`src/rtl/gpio_bus_arbiter.sv`:
```
// Round-robin arbiter sharing one valid/ready peripheral slave between masters.
// Define ARB_TIMEOUT_EN to add a BUSY watchdog and the timeout output.
//
// Ports:
//   clk, resetn          clock, async active-low reset
//   m_valid/m_ready      per-master request / completion pulse
//   m_wstrb/addr/wdata   packed per-master payload (master i at slice i)
//   m_rdata              slave read data broadcast to all masters
//   s_valid/s_ready      slave request / completion
//   s_wstrb/addr/wdata   granted master's payload, zero when not BUSY
//   s_rdata              slave read data
//   grant                one-hot current owner, zero when idle
//   timeout              (ARB_TIMEOUT_EN only) forced-completion pulse

module gpio_bus_arbiter #(
  parameter int          NUM_MASTERS    = 2,
  parameter int          TIMEOUT_CYCLES = 256,
  parameter logic [31:0] ERR_RDATA      = 32'hFFFF_FFFF
) (
  input  logic                      clk,
  input  logic                      resetn,
  input  logic [NUM_MASTERS-1:0]    m_valid,
  output logic [NUM_MASTERS-1:0]    m_ready,
  input  logic [4*NUM_MASTERS-1:0]  m_wstrb,
  input  logic [32*NUM_MASTERS-1:0] m_addr,
  input  logic [32*NUM_MASTERS-1:0] m_wdata,
  output logic [31:0]               m_rdata,
  output logic                      s_valid,
  input  logic                      s_ready,
  output logic [3:0]                s_wstrb,
  output logic [31:0]               s_addr,
  output logic [31:0]               s_wdata,
  input  logic [31:0]               s_rdata,
`ifdef ARB_TIMEOUT_EN
  output logic                      timeout,
`endif
  output logic [NUM_MASTERS-1:0]    grant
);

  localparam int IDXW = (NUM_MASTERS > 1) ? $clog2(NUM_MASTERS) : 1;

  typedef enum logic [1:0] {
    IDLE,
    BUSY,
    RELEASE
  } state_e;

  state_e                 state_q;
  logic [NUM_MASTERS-1:0] grant_q;
  logic [IDXW-1:0]        idx_q;
  logic [IDXW-1:0]        last_q;
  logic                   s_valid_q;

  logic                   busy;
  logic                   done;
  logic                   pick_found;
  logic [IDXW-1:0]        pick_idx;
  logic [IDXW-1:0]        cand;
  logic [NUM_MASTERS-1:0] grant_d;

  assign busy = (state_q == BUSY);

  // Scan last+1, last+2, ... with wrap; the first live request wins.
  always_comb begin
    pick_found = 1'b0;
    pick_idx   = '0;
    cand       = '0;
    for (int k = 1; k <= NUM_MASTERS; k++) begin
      cand = IDXW'((int'(last_q) + k) % NUM_MASTERS);
      if (!pick_found && m_valid[cand]) begin
        pick_found = 1'b1;
        pick_idx   = cand;
      end
    end
  end

  assign grant_d = NUM_MASTERS'(1) << pick_idx;

`ifdef ARB_TIMEOUT_EN
  localparam int CW = (TIMEOUT_CYCLES > 1) ? $clog2(TIMEOUT_CYCLES) : 1;

  logic [CW-1:0] cnt_q;
  logic          to_hit;

  assign to_hit  = busy && (cnt_q == CW'(TIMEOUT_CYCLES - 1));
  // A real completion in the same cycle beats the watchdog.
  assign timeout = to_hit && !s_ready;
  assign done    = s_ready || to_hit;
  assign m_rdata = timeout ? ERR_RDATA : s_rdata;

  always_ff @(posedge clk or negedge resetn) begin
    if (!resetn) begin
      cnt_q <= '0;
    end else if (!busy) begin
      cnt_q <= '0;
    end else if (!done) begin
      cnt_q <= cnt_q + 1'b1;
    end
  end
`else
  logic unused_cfg;

  assign unused_cfg = ^{ERR_RDATA, TIMEOUT_CYCLES[0]};
  assign done       = s_ready;
  assign m_rdata    = s_rdata;
`endif

  always_ff @(posedge clk or negedge resetn) begin
    if (!resetn) begin
      state_q   <= IDLE;
      grant_q   <= '0;
      idx_q     <= '0;
      last_q    <= IDXW'(NUM_MASTERS - 1);
      s_valid_q <= 1'b0;
    end else begin
      unique case (state_q)
        IDLE, RELEASE: begin
          if (pick_found) begin
            state_q   <= BUSY;
            grant_q   <= grant_d;
            idx_q     <= pick_idx;
            s_valid_q <= 1'b1;
          end else begin
            state_q   <= IDLE;
            grant_q   <= '0;
            s_valid_q <= 1'b0;
          end
        end
        BUSY: begin
          if (done) begin
            state_q   <= RELEASE;
            last_q    <= idx_q;
            grant_q   <= '0;
            s_valid_q <= 1'b0;
          end
        end
        default: begin
          state_q   <= IDLE;
          grant_q   <= '0;
          s_valid_q <= 1'b0;
        end
      endcase
    end
  end

  assign grant   = grant_q;
  assign s_valid = s_valid_q;
  assign m_ready = (busy && done) ? grant_q : '0;

  // Zero payload outside BUSY so strobe-decoding slaves never see a write.
  assign s_wstrb = busy ? m_wstrb[{idx_q, 2'b00} +: 4]   : 4'h0;
  assign s_addr  = busy ? m_addr[{idx_q, 5'b00000} +: 32]  : 32'h0;
  assign s_wdata = busy ? m_wdata[{idx_q, 5'b00000} +: 32] : 32'h0;

endmodule

```
`config.mk`:
```
export PLATFORM = sky130hd
export DESIGN_NAME = gpio_bus_arbiter
export DESIGN_NICKNAME = d
export VERILOG_FILES = /design/src/rtl/gpio_bus_arbiter.sv
export SDC_FILE = /design/constraint.sdc
export NUM_CORES = 1
export LEC_CHECK = 0
export BUFFER_PORTS_ARGS = -buffer_cell sky130_fd_sc_hd__buf_2
export CELL_PAD_IN_SITES_DETAIL_PLACEMENT = 1
export CELL_PAD_IN_SITES_GLOBAL_PLACEMENT = 1
export CORE_MARGIN = 10
export CORE_UTILIZATION = 17
export CTS_BUF_LIST = sky130_fd_sc_hd__clkbuf_4 sky130_fd_sc_hd__clkbuf_8 sky130_fd_sc_hd__clkbuf_16
export CTS_CLUSTER_DIAMETER = 60
export DETAILED_ROUTE_END_ITERATION = 6
export GPL_ROUTABILITY_DRIVEN = 0
export PLACE_DENSITY_LB_ADDON = 0.3
export SLEW_MARGIN = 20
export SYNTH_ARGS = -nofsm -noshare
export SYNTH_HDL_FRONTEND = slang
export SYNTH_SLANG_ARGS = --single-unit
```
`constraint.sdc`:
```
create_clock -name clk -period 2.6 [get_ports clk]
set_input_delay 0.52 -clock clk [delete_from_list [all_inputs] [get_ports clk]]
set_output_delay 0.52 -clock clk [all_outputs]
set_load 0.03 [all_outputs]
```
# ---- Yosys cells after proc, flatten, opt, wreduce, memory -nomap -nowiden
# Cells that the tools add are included.
dict set report word_totals {
  reg_bits 7
  elab_cells 44
}
dict set report classes {
  addsub 2
  n_lt_le_gt_ge 2
  eq_ne 3
  n_shift 4
  muxes 21
  n_reduce_logical 7
}
# operator count
set op_table {}
lappend op_table {{64-bit by 7-bit indexed part select with 32-bit output} 2}
lappend op_table {{32-bit 2-to-1 mux} 2}
lappend op_table {{1-bit 2-to-1 mux} 11}
lappend op_table {{2-bit 2-to-1 mux} 4}
lappend op_table {{2-bit case mux with 2 select lines} 2}
lappend op_table {{8-bit by 4-bit indexed part select with 4-bit output} 1}
lappend op_table {{1-bit by 2-bit < comparator with 1-bit output (second input constant)} 2}
lappend op_table {{4-bit 2-to-1 mux} 1}
lappend op_table {{2-bit AND reduction} 2}
lappend op_table {{1-bit adder (second input constant)} 2}
lappend op_table {{2-bit by 1-bit == test with 1-bit output (second input constant)} 1}
lappend op_table {{2-bit == test (second input constant)} 1}
lappend op_table {{1-bit logical AND} 2}
lappend op_table {{2-bit zero test} 1}
lappend op_table {{2-bit != test (second input constant)} 1}
lappend op_table {{1-bit case mux with 2 select lines} 1}
lappend op_table {{2-bit OR reduction} 1}
lappend op_table {{1-bit by 1-bit left shift with 2-bit output (first input constant)} 1}
lappend op_table {{1-bit zero test} 1}

# ---- Depth between registers and ports, before layout
dict set report depth {
  word_depth 10
  depth_mapped 6
  mapped_depth_nobuf 2
}

# ---- Least setup slack after synthesis
# No wires, ideal clock.
dict set report synth_timing {
  kind {reg2out}
  start {reg state_q[1]}
  end {out s_addr[10]}
  arrival_ps 1204
  required_time_ps 2080
  path_slack_ps 876
  stages_incl_launch_ff 5
  cell_sequence {dfrtp_1 > nand2b_4 > buf_6 > buf_2 > nor2_1}
}
dict set report synth_via {
  elab_chain_cells 2
}
# element line
set synth_rtl {}
lappend synth_rtl {{from (decl)} 48} ;# state_e state_q;
lappend synth_rtl {{from (signal assigned)} 110} ;# state_q <= IDLE;
lappend synth_rtl {{from (signal assigned)} 119} ;# state_q <= BUSY;
lappend synth_rtl {{from (signal assigned)} 124} ;# state_q <= IDLE;
lappend synth_rtl {{2-bit by 1-bit == test with 1-bit output} 61} ;# assign busy = (state_q == BUSY);
lappend synth_rtl {{32-bit 2-to-1 mux} 152} ;# assign s_addr = busy ? m_addr[{idx_q, 5'b00000} +: 32] : 32'h0;
lappend synth_rtl {{to (decl)} 31} ;# output logic [31:0] s_addr,
# Every way passes these cells.

# ---- Final worst setup path
dict set report layout_timing {
  start {reg state_q[0]}
  end {out s_addr[6]}
}
# Same word-level chain as after synthesis.

==> metrics.csv <==
stage,metric,value,unit
yosys,post-synthesis register bit count,7,
power_and_ir_drop,Tot Pwr,2.522,mW
drt,DR iter-0 viols,46,
sta,Tcrit/Tclk final,82.90,%
sta,Hold Worst Slack,125.8,ps
grt,first-pass GRT wire length,13430,um
floorplanning,die width,118.5,um
clocking,post-cts sizing count,0,
clocking,total CTS buffers,3,
grt,GRT Residual Overflow,0,
sta,Fin. Hold Viols,0,
placed_design,"Cell Area, Placed",2574,sq um
critical_path,Crit Path Class,flop to output pin,
placed_design,DP Worst Slack,642.7,ps
drt,post-DR vias/cell,4.105,
grt,largest net degree at the start of global routing,38,
clocking,Max Buffers Root-to-Sink,2,
drt,wire per inst,17.19,um
placed_design,number of port buffers,213,
floorplanning,Core ar.,9328,sq um
power_and_ir_drop,switching share of power,58.78,%
sta,measured slew at the worst slew-check pin,343.8,ps
floorplanning,I/O pin count,278,
yosys,"Distinct cells, synth",24,
yosys,Synth warnings,0,
grt,GRT Total Usage,11.64,%
power_and_ir_drop,combinational share of power,85.5,%
layout,fin nets,560,
yosys,Compound-Gate Fraction of Synth Area,3.035,%
layout,layout cell share with drive strength beyond 1,61.14,%
grt,initial antenna violation count,0,
yosys,Synth Cell Area,1649,sq um
clocking,"Clk Latency, worst-skew pair",230,ps
layout,Syn-to-layout area delta,59.03,%
clocking,postcts setup bufs,0,
yosys,Synth Area in Simple Gates,21.47,%
sta,setup violators final,0,
yosys,xor/xnor share of the synthesized area,0,%
critical_path,type of origin of the critical path,flop,
clocking,"Reg clk slew, reported paths",40,ps
power_and_ir_drop,Int Power,1.039,mW
clocking,CTS tree,yes,
critical_path,worst r2r dst,s_valid$_DFFE_PN0P_,
placed_design,placed cell count,511,
job,max-cap violations,0,
layout,Multi-input gate area,1096,sq um
yosys,mux share of post-synthesis cell area,41.96,%
layout,fill count,1237,
power_and_ir_drop,PD cells,961.6,nW/um^2
sta,RSZ-0062 raised after global routing,false,
layout,"commonest non-fill, non-tap cells in the layout","buf_2 (213), mux2i_1 (68), nor2_1 (58), nor2_2 (10), dfrtp_1 (5)",
power_and_ir_drop,power share of the sequential group,7.9,%
power_and_ir_drop,IR Drop Worst-Case VDD,0.0003559,V
sta,maximum clock frequency,463.9,MHz
yosys,main combinational cell family by area after synthesis,multiplexers,
clocking,clk sinks,7,
clocking,root buf cell,clkbuf_8,
critical_path,crit-path max FO,32,
placed_design,DP Wirelength,7822,um
drt,routed wire length,8852,um
drt,DRC Markers,0,
layout,Sequential Area,180.2,sq um
critical_path,RR Startpoint,state_q[1]$_DFFE_PN0P_,
sta,min Tclk post-route,2155,ps
drt,post-route ant nets,0,
floorplanning,starting density of the core,17.68,%
drt,TritonRoute pass-1 iters,3,
floorplanning,die area,14040,sq um
clocking,hold_buf cts,0,
yosys,syn avg cell area,7.706,sq um
floorplanning,Die Y,118.5,um
sta,skew final,2.496,ps
power_and_ir_drop,power share of the clock group,6.5,%
power_and_ir_drop,Switch Pwr,1.482,mW
critical_path,CP required,2080,ps
layout,post-route cell area,2623,sq um
floorplanning,Rows,35,
drt,Via Count,2114,
sta,Relative slew margins,77.08,%
yosys,Post-Synthesis Cells,214,
critical_path,CP arrival,1640,ps
critical_path,worst r2r path cells,2,
hold_path,Worst Hold Class,input pin to asynchronous set/reset pin,
layout,final core utilization,28.12,%
yosys,post-synthesis sequential area ratio,10.70,%
status,status,completed,
sta,setup ws final,444.5,ps
yosys,Adder-Cell Fraction of Synth Area,0,%
yosys,Syn Nets,387,
grt,vias in the first global route,2395,
critical_path,R2R setup slack,1470,ps
power_and_ir_drop,Pleak,1.664,nW
sta,TNS Setup,0,ps
layout,"commonest non-fill, non-tap cell in the layout",buf_2,
sta,Max Slew Vio Count,0,
critical_path,CP Capture Type,output pin,
layout,ANT cells,0,
clocking,H-tree depth,1,
layout,Post-Layout Cell Count,515,
Yosys cell counts:
cell | number | area [sq um]
dfstp_2 | 1 | 26.28
buf_2 | 7 | 35.03
nand2b_1 | 1 | 6.260
a32o_1 | 1 | 10.01
mux2i_1 | 68 | 680.7
o21bai_1 | 1 | 7.510
buf_6 | 3 | 33.78
and3_1 | 2 | 12.51
buf_4 | 39 | 292.8
a21oi_1 | 1 | 5.000
nor2b_1 | 3 | 18.77
or2_2 | 1 | 6.260
nor3_1 | 1 | 5.000
dfrtp_1 | 6 | 150.1
mux2_2 | 1 | 11.26
a221oi_1 | 1 | 8.760
o32a_1 | 1 | 10.01
nand2_1 | 1 | 3.750
nor2_1 | 58 | 217.7
inv_1 | 4 | 15.01
nand3b_1 | 1 | 7.510
nand2b_4 | 1 | 13.76
o32ai_1 | 1 | 8.760
nor2_2 | 10 | 62.56
final cells by class:
type | instances | area share [%]
Sequential cell | 7 | 6.870
Tap cell | 129 | 6.155
Inverter | 4 | 0.5725
Multi-Input combinational cell | 154 | 41.79
Timing Repair Buffer | 217 | 42.75
Clock buffer | 4 | 1.861
cell families (layout without fill, tap and decap cells):
logic type,count (synthesis),after routing
compound gates,6,6
buf+inv,53,225
flops,7,7
mux,69,69
simple gates,79,79
how the worst max path moves through the flow:
stage,from,endpoint,slack [ps],depth (start not counted)
final,state_q[0]$_DFFE_PN0P_,s_addr[6],440,4
after detailed placement,state_q[0]$_DFFE_PN0P_,s_addr[6],640,4
after global placement,state_q[0]$_DFFE_PN0P_,s_addr[27],720,4
after CTS,state_q[0]$_DFFE_PN0P_,s_wdata[31],400,4
after floorplan,state_q[1]$_DFFE_PN0P_,s_addr[10],880,4
after global routing,state_q[0]$_DFFE_PN0P_,s_wdata[31],300,4
power by group through the flow:
stage	Clock [mW]	Combinational (mW)	Sequential (mW)
floorplan	0	1.72	0.193
global placement	0	2.17	0.199
detailed placement	0	2.20	0.201
CTS	0.170	2.21	0.200
global route	0.179	2.32	0.205
finish	0.164	2.16	0.200
per-layer routing:
layer  wire length [um]  track usage [%]
met3                762            4.331
met1               3348            12.00
met2               4551            21.24
met5                  0                0
met4                189            3.817
critical path, cell delays in order (launching register included):
cell and delay [ps]:
dfrtp_1 480, nand2b_4 250, buf_4 370, nor2_1 100, buf_2 190
flip-flops by register name (all words and copies together), names as in the netlist:
signal,cells
state_q,2
grant,2
idx_q,1
s_valid,1
last_q,1
(Power assumes the default switching activity.)
